File: src/rtl/regfile_arbiter_pkg.sv
// Shared encodings for the register-file write-port arbiter.
package regfile_arb_pkg;

    typedef enum logic [1:0] {
        ST_IDLE  = 2'd0,
        ST_READ  = 2'd1,
        ST_WRITE = 2'd2
    } state_t;

    localparam logic OP_WRITE = 1'b0;
    localparam logic OP_ADD   = 1'b1;

    localparam logic REQ_A = 1'b0;
    localparam logic REQ_B = 1'b1;

endpackage

File: src/rtl/regfile_arbiter_rr.sv
// Two-way request arbiter. With REGFILE_ARB_RR_EN defined it alternates on
// ties using a last-grant pointer; otherwise A has fixed priority and no
// pointer state exists (the clock/reset ports are then not present).
import regfile_arb_pkg::*;

module rr_arbiter2 (
`ifdef REGFILE_ARB_RR_EN
    input  logic clk,
    input  logic rst,
`endif
    input  logic req_a,
    input  logic req_b,
    input  logic grant_en,
    output logic grant_id,
    output logic valid
);

`ifdef REGFILE_ARB_RR_EN
    logic lastGrant;

    // Winner selection: on a tie the requester not granted last wins
    always_comb begin
        valid = grant_en & (req_a | req_b);
        if (req_a && req_b)
            grant_id = ~lastGrant;
        else if (req_b)
            grant_id = REQ_B;
        else
            grant_id = REQ_A;
    end

    // Pointer starts at B so that A wins the first tie after reset
    always_ff @(posedge clk) begin
        if (!rst)
            lastGrant <= REQ_B;
        else if (valid)
            lastGrant <= grant_id;
    end
`else
    // Fixed priority: B only wins when A is not requesting
    always_comb begin
        valid    = grant_en & (req_a | req_b);
        grant_id = (!req_a && req_b) ? REQ_B : REQ_A;
    end
`endif

endmodule

File: src/rtl/regfile_arbiter.sv
// Shares the register file's write port and one read port between
// requesters A and B. Plain writes take IDLE->WRITE, adds take
// IDLE->READ->WRITE. Optional macro: REGFILE_ARB_RR_EN (round-robin ties).
import regfile_arb_pkg::*;

module regfile_arbiter #(
    parameter int ADDR_W = 4,
    parameter int DATA_W = 8
) (
    input  logic              clk,
    input  logic              rst,
    input  logic              req_a,
    input  logic              op_a,
    input  logic [ADDR_W-1:0] addr_a,
    input  logic [DATA_W-1:0] data_a,
    output logic              ack_a,
    input  logic              req_b,
    input  logic              op_b,
    input  logic [ADDR_W-1:0] addr_b,
    input  logic [DATA_W-1:0] data_b,
    output logic              ack_b,
    output logic [ADDR_W-1:0] rf_waddr,
    output logic [DATA_W-1:0] rf_wdata,
    output logic              rf_wen,
    output logic [ADDR_W-1:0] rf_raddr,
    input  logic [DATA_W-1:0] rf_rdata,
    output logic              busy,
    output logic              grant_id
);

    state_t            state;
    logic [DATA_W-1:0] addend;
    logic              arbGrant;
    logic              arbValid;
    logic              winOp;
    logic [ADDR_W-1:0] winAddr;
    logic [DATA_W-1:0] winData;

    // Read-modify-write sum wraps modulo 2^DATA_W; the carry is discarded
    function automatic logic [DATA_W-1:0] wrapAdd(input logic [DATA_W-1:0] a,
                                                  input logic [DATA_W-1:0] b);
        return a + b;
    endfunction

    rr_arbiter2 arb (
`ifdef REGFILE_ARB_RR_EN
        .clk      (clk),
        .rst      (rst),
`endif
        .req_a    (req_a),
        .req_b    (req_b),
        .grant_en (state == ST_IDLE),
        .grant_id (arbGrant),
        .valid    (arbValid)
    );

    // Route the winning requester's operands toward the operand registers
    always_comb begin
        winOp   = (arbGrant == REQ_B) ? op_b   : op_a;
        winAddr = (arbGrant == REQ_B) ? addr_b : addr_a;
        winData = (arbGrant == REQ_B) ? data_b : data_a;
    end

    // Control FSM; rf_wen/ack are set on entry to WRITE so they are high
    // exactly while the state is WRITE
    always_ff @(posedge clk) begin
        if (!rst) begin
            state    <= ST_IDLE;
            rf_wen   <= 1'b0;
            ack_a    <= 1'b0;
            ack_b    <= 1'b0;
            busy     <= 1'b0;
            grant_id <= REQ_A;
            rf_waddr <= '0;
            rf_raddr <= '0;
            rf_wdata <= '0;
            addend   <= '0;
        end else begin
            case (state)
                ST_IDLE: begin
                    if (arbValid) begin
                        grant_id <= arbGrant;
                        busy     <= 1'b1;
                        rf_waddr <= winAddr;
                        rf_raddr <= winAddr;
                        addend   <= winData;
                        if (winOp == OP_ADD) begin
                            state <= ST_READ;
                        end else begin
                            state    <= ST_WRITE;
                            rf_wdata <= winData;
                            rf_wen   <= 1'b1;
                            ack_a    <= (arbGrant == REQ_A);
                            ack_b    <= (arbGrant == REQ_B);
                        end
                    end
                end
                ST_READ: begin
                    rf_wdata <= wrapAdd(rf_rdata, addend);
                    state    <= ST_WRITE;
                    rf_wen   <= 1'b1;
                    ack_a    <= (grant_id == REQ_A);
                    ack_b    <= (grant_id == REQ_B);
                end
                ST_WRITE: begin
                    state  <= ST_IDLE;
                    rf_wen <= 1'b0;
                    ack_a  <= 1'b0;
                    ack_b  <= 1'b0;
                    busy   <= 1'b0;
                end
                default: begin
                    state  <= ST_IDLE;
                    rf_wen <= 1'b0;
                    ack_a  <= 1'b0;
                    ack_b  <= 1'b0;
                    busy   <= 1'b0;
                end
            endcase
        end
    end

endmodule

File: config.mk
export PLATFORM = sky130hd
export DESIGN_NAME = regfile_arbiter
export DESIGN_NICKNAME = d
export VERILOG_FILES = /design/src/rtl/regfile_arbiter_pkg.sv /design/src/rtl/regfile_arbiter_rr.sv /design/src/rtl/regfile_arbiter.sv
export SDC_FILE = /design/constraint.sdc
export NUM_CORES = 1
export LEC_CHECK = 0
export CAP_MARGIN = 30
export CELL_PAD_IN_SITES_DETAIL_PLACEMENT = 1
export CELL_PAD_IN_SITES_GLOBAL_PLACEMENT = 1
export CORE_MARGIN = 1
export CORE_UTILIZATION = 33
export CTS_BUF_LIST = sky130_fd_sc_hd__clkbuf_8
export DETAILED_ROUTE_END_ITERATION = 8
export PLACE_DENSITY_LB_ADDON = 0.12
export SETUP_SLACK_MARGIN = 0.02
export SLEW_MARGIN = 10
export SYNTH_ARGS = -nofsm -noshare
export SYNTH_HDL_FRONTEND = slang
export SYNTH_HIERARCHICAL = 1
export SYNTH_SLANG_ARGS = --single-unit
File: constraint.sdc
create_clock -name clk -period 2.1 [get_ports clk]
set_input_delay 0.315 -clock clk [delete_from_list [all_inputs] [get_ports clk]]
set_output_delay 0.315 -clock clk [all_outputs]
set_load 0.02 [all_outputs]
# After elaboration in Yosys (flattened, before gate mapping)
# Index checks and enable logic that the tools add are counted.
# totals
regBits,27
inputBits,38
out_inout_bits,21
# classes
addsub,1
n_eq_ne,3
n_mux,21
bitwise_logic,5
reduce_logical,8
# op_table
op,n
$mux 8,3
$pmux 8 s2,1
$mux 1,9
$add 8x8->8,1
$pmux 1 s2,4
$reduce_and 2->1,3
$mux 2,2
$mux 4,1
$ne 2x2->1 const B,2
$pmux 2 s2,1
$not 1->1,3
$reduce_and 3->1,1
$eq 2x1->1 const B,1
$logic_not 2->1,1
$reduce_bool 2->1,1
$and 1x1->1,1
$logic_and 1x1->1,1
$logic_not 1->1,1
$or 1x1->1,1

# Depth between registers and ports, before layout
# Gate-level depths: netlist of the first run.
# depth
depth_word,7
depth_mapped,7
ltp_nobuf,7

# Hierarchy
# The synthesis of the first run kept the hierarchy.
# by_module_without_submodules
mod,n_inst,cells_each,area_each_um2
regfile_arbiter,1,172,1579.0
rr_arbiter2,1,2,13.8

# Least setup slack after synthesis of the first run
# No wires, ideal clock.
# synth_path
path_type,input to register
startpoint,in rf_rdata[1]
endpoint,reg rf_wdata[5]
setup_ns,0.134
t_arrival_ns,1.506
slack_ns,0.460
path_stages,5
n_path_buf,0
cell_sequence,ha_1 a211oi_1 o21bai_1 a2111oi_0 nor4bb_1
# synth_between
elab_chain_len,2
# synth_lines
item,line,rtl
from (decl),regfile_arbiter.sv:26,"input logic [DATA_W-1:0] rf_rdata,"
$add 8x8->8,regfile_arbiter.sv:42,return a + b;
$pmux 8 s2,regfile_arbiter.sv:79,case (state)
to (signal assigned),regfile_arbiter.sv:91,rf_wdata <= winData;
to (signal assigned),regfile_arbiter.sv:99,"rf_wdata <= wrapAdd(rf_rdata, addend);"
to (decl),regfile_arbiter.sv:23,"output logic [DATA_W-1:0] rf_wdata,"
# No other way between the ends.
# A chain may end at the register's enable or synchronous reset.

# Final worst setup path of the first run
# layout_path
startpoint,in rf_rdata[2]
endpoint,reg rf_wdata[5]
# Same word-level chain as after synthesis.

==> results.ini, run 1 <==
[cells_and_area]
final_cell_mix=58 x clkdlybuf4s50_1, 27 x dfxtp_1, 20 x nand2_1
final_common_cell=clkdlybuf4s50_1
stdcell_count=288
fin_area_um2=2302
syn2layout_area_growth_pct=44.54
fillerInstances=540
nNetsFinal=283
final_util_pct=51.11
diodes=0
drive_gt1_share_pct=8.898

[global_routing]
grt_pass1_vias=1544
gr-total-overflow=0
grtUsageTotal_pct=18.25
antenna_found_initial=0
grt_pass1_wl_um=7383
grt_max_degree=16

[timing]
skew_ns=0.003221
finalHoldViolations=0
worst_pin_slew_ns=0.4358
relSlewSlack_pct=70.20
max_freq_mhz=499.9
period_minus_slack_ns=2.000
finalSetupViolCount=0
setup_ws_ns=0.09968
fin_crit_sh_pct=95.25
rsz0062_at_grt=no
slew_viol_final=0

[synthesis]
synth_warnings=6
synthFlopType=dfxtp_1
synth-seq-cells=27
syn_inst=174
synth_area_um2=1593
async_reset_ff_share_pct=0
synth_top_cell_by_area=dfxtp_1
synth_nets=220
synth-edff-count=0
ys_top_cells_by_area=dfxtp_1 34%, mux2i_1 10%, o211a_1 7.5%, ha_1 5.5%, nand2_1 4.7%
seq_area_frac_synth_pct=33.94
synth_area_per_cell_um2=9.154
synth_top_area_share_pct=33.94
synth_cell_types=40

[placed_design]
dp_hpwl_um=3617
gp_congestion=0.7743
port_buffers=58
dpl_worst_slack_ns=-0.2508
place_area_um2=2251
dpl.cell_count=284

[pwr]
peakVddDrop_uv=360.5
seq_power_share_pct=38.5
p_int_w=0.001087
clkPwrFrac_pct=18.2
p_sw_w=0.0005800
power.density_cell_area_nw_per_um2=724.0
p_leak_nw=1.015
swShare_pct=34.79
combPwrFrac_pct=43.3
fin_total_pwr_w=0.001667

[job]
max-cap-violations=0

[setup_path]
slowest_stage=a2111oi_0
path_cells=clkdlybuf4s50_1 -> ha_1 -> o21ai_0 -> o21bai_1 -> a2111oi_0 -> nor4bb_1
critPathMaxStageDelay_ns=0.48
cp.required_ns=2.25
cpLargestDelayFamily=compound AO/OA/AOI/OAI gates
cp-end-kind=flop
path_buf_inv=1
worst-r2r-setup-slack_ns=0.24
crit_arrival_ns=2.15
worstPathMaxFanout=4
worstSetupStartpointType=primary input
worst-setup-path-type=primary input to flop

[hold_path]
hold_path.class=flop to flop

[floorplanning]
die_x_um=71.48
pin_count=59
fp-row-count=24
fp.dieArea_um2=5109
core_um2=4504
die_y_um=71.48
start_util_pct=35.36

[clock_network]
cts_tree=built
root_buffer=clkbuf_8
clk_latency_ns=0.27
clk_pin_slew_worst_paths_ns=0.10
clock_path_buffers=2
postCtsSetupBuffers=0
cts_made_buffers=3
cts_num_sinks=27
htree_levels=1

[routing]
wirelength_um=4537
dr.first_iter.drc_count=29
vias=1529
routedWlPerCell_um=15.75
drc_errors=0
drtPass1Iterations=4
detail-route-antenna-nets=0
via_per_inst=5.309

[status]
status=completed

## tightest hold or removal path, cell delays in order (launching register included)
cell,delay [ns]
dfxtp_1,0.33
inv_1,0.05
a21oi_1,0.05
## metrics by stage
stage,hold slack [ns],TNS (ns)
after floorplan,0.4708,0
after global placement,0.4376,-0.06377
after detailed placement,0.4572,-0.4815
after CTS,0.4727,0
after global routing,0.4950,0
final,0.4681,0
## Yosys cell counts, drive strengths merged, types with 2 or more instances
cell	number
nor2b	8
nand3	4
o211a	12
xnor2	2
dfxtp	27
nand2	20
clkbuf	2
a21boi	2
nand2b	3
buf	10
a211oi	2
a21o	3
o21bai	2
ha	7
nor2	6
mux2i	17
o211ai	3
o21ai	8
o21a	3
nand4	3
a21oi	7
nor3	4
inv	5
## final timing paths
| path | start | end | cells past startpoint |
|---|---|---|---|
| worst max-delay path | rf_rdata[2] | rf_wdata[5] | 6 |
| worst min-delay path | rf_wen | rf_wen | 2 |
| worst max register to register | addend[2] | rf_wdata[5] | 5 |
| worst min register to register | rf_wen | rf_wen | 2 |
## logic make-up after synthesis
logic type      share of synthesized area [%]
fa+ha+maj                               6.755
flops                                   33.94
xor+xnor                                1.100
mux                                     12.18
buf+inv                                 6.206
compound gates                          22.78
simple gates                            17.05
## repair_timing
action | in CTS | in global routing
resized for setup | 0 | 1
hold buffers | 0 | 0
endpoints found under the setup margin | 0 | 1
## layer usage
layer | GRT usage, % | vias up | wire (um) | part of all wire (%)
met5 | 0 | - | 0 | 0
met1 | 22.78 | 724 | 1954 | 43
met4 | 3.486 | 0 | 23 | 0.51
li1 | - | 761 | - | -
met3 | 2.391 | 4 | 206 | 4.5
met2 | 33.76 | 40 | 2353 | 52
## power by group through the flow
stage	sequential, W	clock [W]	combinational [W]
6_report	0.000642	0.000304	0.000721
5_1_grt	0.000654	0.000337	0.000780
4_1_cts	0.000643	0.000310	0.000724
3_5_place_dp	0.000654	0	0.000717
3_3_place_gp	0.000650	0	0.000692
2_1_floorplan	0.000700	0	0.000374
## final cells by class
type | instances | area (um2) | share of cell area (%)
well taps | 52 | 65.06 | 2.826
repair buffers | 70 | 670.6 | 29.13
inverters | 5 | 18.77 | 0.8152
clock inverters | 1 | 5.005 | 0.2174
flip-flops and latches | 27 | 540.5 | 23.48
multi-input cells | 130 | 960.9 | 41.74
clock buffers | 3 | 41.29 | 1.793
## sequential cells by signal, summed over array words and instances (netlist names)
register / count
busy: 1
rf_raddr: 4
rf_wdata: 8
rf_wen: 1
ack_b: 1
addend: 8
ack_a: 1
grant_id: 1
state: 2
Note: power is estimated with default switching activity, not from simulation.
==> inputs of run 2 (changes only) <==
Settings changed: CORE_UTILIZATION 33 to 30.
Clock period 2.1 ns to 1.7 ns, I/O delays scaled along.
==> run 2 against run 1 <==
Against the previous run: global-route usage is 1.3 points lower; critical path depth did not move; wire length rose by 3.7%; final area grew 9.5%; worst setup slack got worse by 0.036 ns; clock power is 22% higher; power grew 31%; clock-buffer cell count unchanged.
==> results.ini, run 2 (synthesis gave the netlist of run 1 again) <==
[timing]
fin_crit_sh_pct=96.24
setup_ws_ns=0.06392
slew_viol_final=0
period_minus_slack_ns=1.636
finalHoldViolations=0
finalSetupTns_ns=0
max_freq_mhz=611.2
finalSetupViolCount=0
relSlewSlack_pct=79.13
worst_pin_slew_ns=0.3102
skew_ns=0.005610
whs_ns=0.4533

[cells_and_area]
final_cell_mix=55 x clkdlybuf4s50_1, 25 x dfxtp_1, 23 x buf_4
drive_gt1_share_pct=19.28
fillerInstances=590
final_common_cell=clkdlybuf4s50_1
reg_top3=addend (8), rf_wdata (8), rf_raddr (4)
syn2layout_area_growth_pct=58.21
diodes=0
nNetsFinal=296

[clock_network]
htree_levels=1
clock_path_buffers=2
cts_num_sinks=27
root_buffer=clkbuf_8
cts_tree=built
clk_pin_slew_worst_paths_ns=0.10
clk_latency_ns=0.28
cts_hold_buf=0
cts_made_buffers=3

[pwr]
peakVddDrop_uv=361.0
p_leak_nw=1.117
fin_total_pwr_w=0.002181
power.density_cell_area_nw_per_um2=865.5

[status]
status=completed

[global_routing]
grt_pass1_vias=1573
gr-total-overflow=0
grt_max_degree=26
grtUsageTotal_pct=16.98
antenna_found_initial=0
grt_pass1_wl_um=7286

[job]
max-cap-violations=0

[setup_path]
worstSetupStartpointType=primary input
r2r_end=rf_wdata[5]
crit_arrival_ns=1.80
timing.rr.start=addend[1]
reg2regPathDepth=5
worst-setup-path-type=primary input to flop
cp.required_ns=1.86
worst-r2r-setup-slack_ns=0.12
worstPathMaxFanout=4
cp-end-kind=flop

[hold_path]
min_to=rf_wen
hp-start=rf_wen
hold_path.class=flop to flop
whs_path_depth=2

[floorplanning]
die_x_um=74.87
pin_count=59
core_um2=5107
fp.dieArea_um2=5605
fp-row-count=26
start_util_pct=31.19
die_y_um=74.87

[routing]
dr.first_iter.drc_count=31
via_per_inst=4.940
detail-route-antenna-nets=0
routedWlPerCell_um=14.74
vias=1576
drc_errors=0
wirelength_um=4703
drtPass1Iterations=4

[placed_design]
gp_congestion=0.7675
dpl_worst_slack_ns=-0.4651
port_buffers=58
dp_hpwl_um=3620

-- run 2: cell types whose count changed in the layout (fill, tap and decap cells not counted), moves of 2 or more --
cell,before,now
clkdlybuf4s50_1,58,55
ha_1,7,4
buf_4,12,23
dlymetal6s2s_1,0,2
o21ai_1,0,2
dfxtp_2,0,2
nor2b_1,7,5
o21ai_0,8,5
ha_4,0,2
dfxtp_1,27,25
-- run 2: what timing repair did --
item,4_1_cts,5_1_grt
endpoints found under the setup margin,5,9
resized for setup,7,21
pin swaps,3,6
hold endpoints to repair,0,0
setup buffers,0,0
-- run 2: area by class of cell --
class | instances | area (um2) | share of cell area [%]
multi-input combinational | 130 | 1037 | 41.16
timing repair buffer | 83 | 788.3 | 31.28
sequential | 27 | 543.0 | 21.55
tap | 70 | 87.58 | 3.476
clock buffer | 3 | 41.29 | 1.639
inverter | 5 | 18.77 | 0.7448
clock inverter | 1 | 3.754 | 0.1490
-- run 2: worst max-delay path by stage --
stage          slack [ns]  cells after the start        start          end
2_1_floorplan        0.08                      5    addend[1]  rf_wdata[5]
3_3_place_gp        -0.40                      6  rf_rdata[1]  rf_wdata[5]
3_5_place_dp        -0.47                      6  rf_rdata[1]  rf_wdata[5]
4_1_cts              0.02                      6  rf_rdata[1]  rf_wdata[5]
5_1_grt             -0.05                      6  rf_rdata[3]  rf_wdata[7]
6_report             0.06                      6  rf_rdata[2]  rf_wdata[5]
-- run 2: metal layers --
layer	part of all wire [%]	track usage [%]	wire (um)	vias to the layer above
met3	4.7	2.410	221	4
met2	50	30.53	2362	41
met1	44	21.48	2087	753
li1	-	-	-	778
met5	0	0	0	-
met4	0.68	3.774	32	0
-- run 2: critical path, cell delays in order --
cell and delay (ns):
clkdlybuf4s50_1 0.47, ha_2 0.30, o21ai_2 0.18, o21bai_2 0.11, a2111oi_2 0.38, nor4bb_1 0.10
-- run 2: through the flow --
| stage | instance area [um2] | util (%) | cells |
|---|---|---|---|
| after floorplan | 1593 | - | 174 |
| after global placement | 2384 | 46.67 | 315 |
| after detailed placement | 2384 | 46.67 | 315 |
| after CTS | 2451 | 47.99 | 319 |
| after global routing | 2520 | 49.34 | 319 |
| final | 2520 | 49.34 | 319 |
-- run 2: power breakdown --
| part | internal (W) | switching (W) | total [W] |
|---|---|---|---|
| registers | 0.000730 | 0.0000614 | 0.000791 |
| logic | 0.000536 | 0.000482 | 0.00102 |
| clock network | 0.000162 | 0.000210 | 0.000372 |
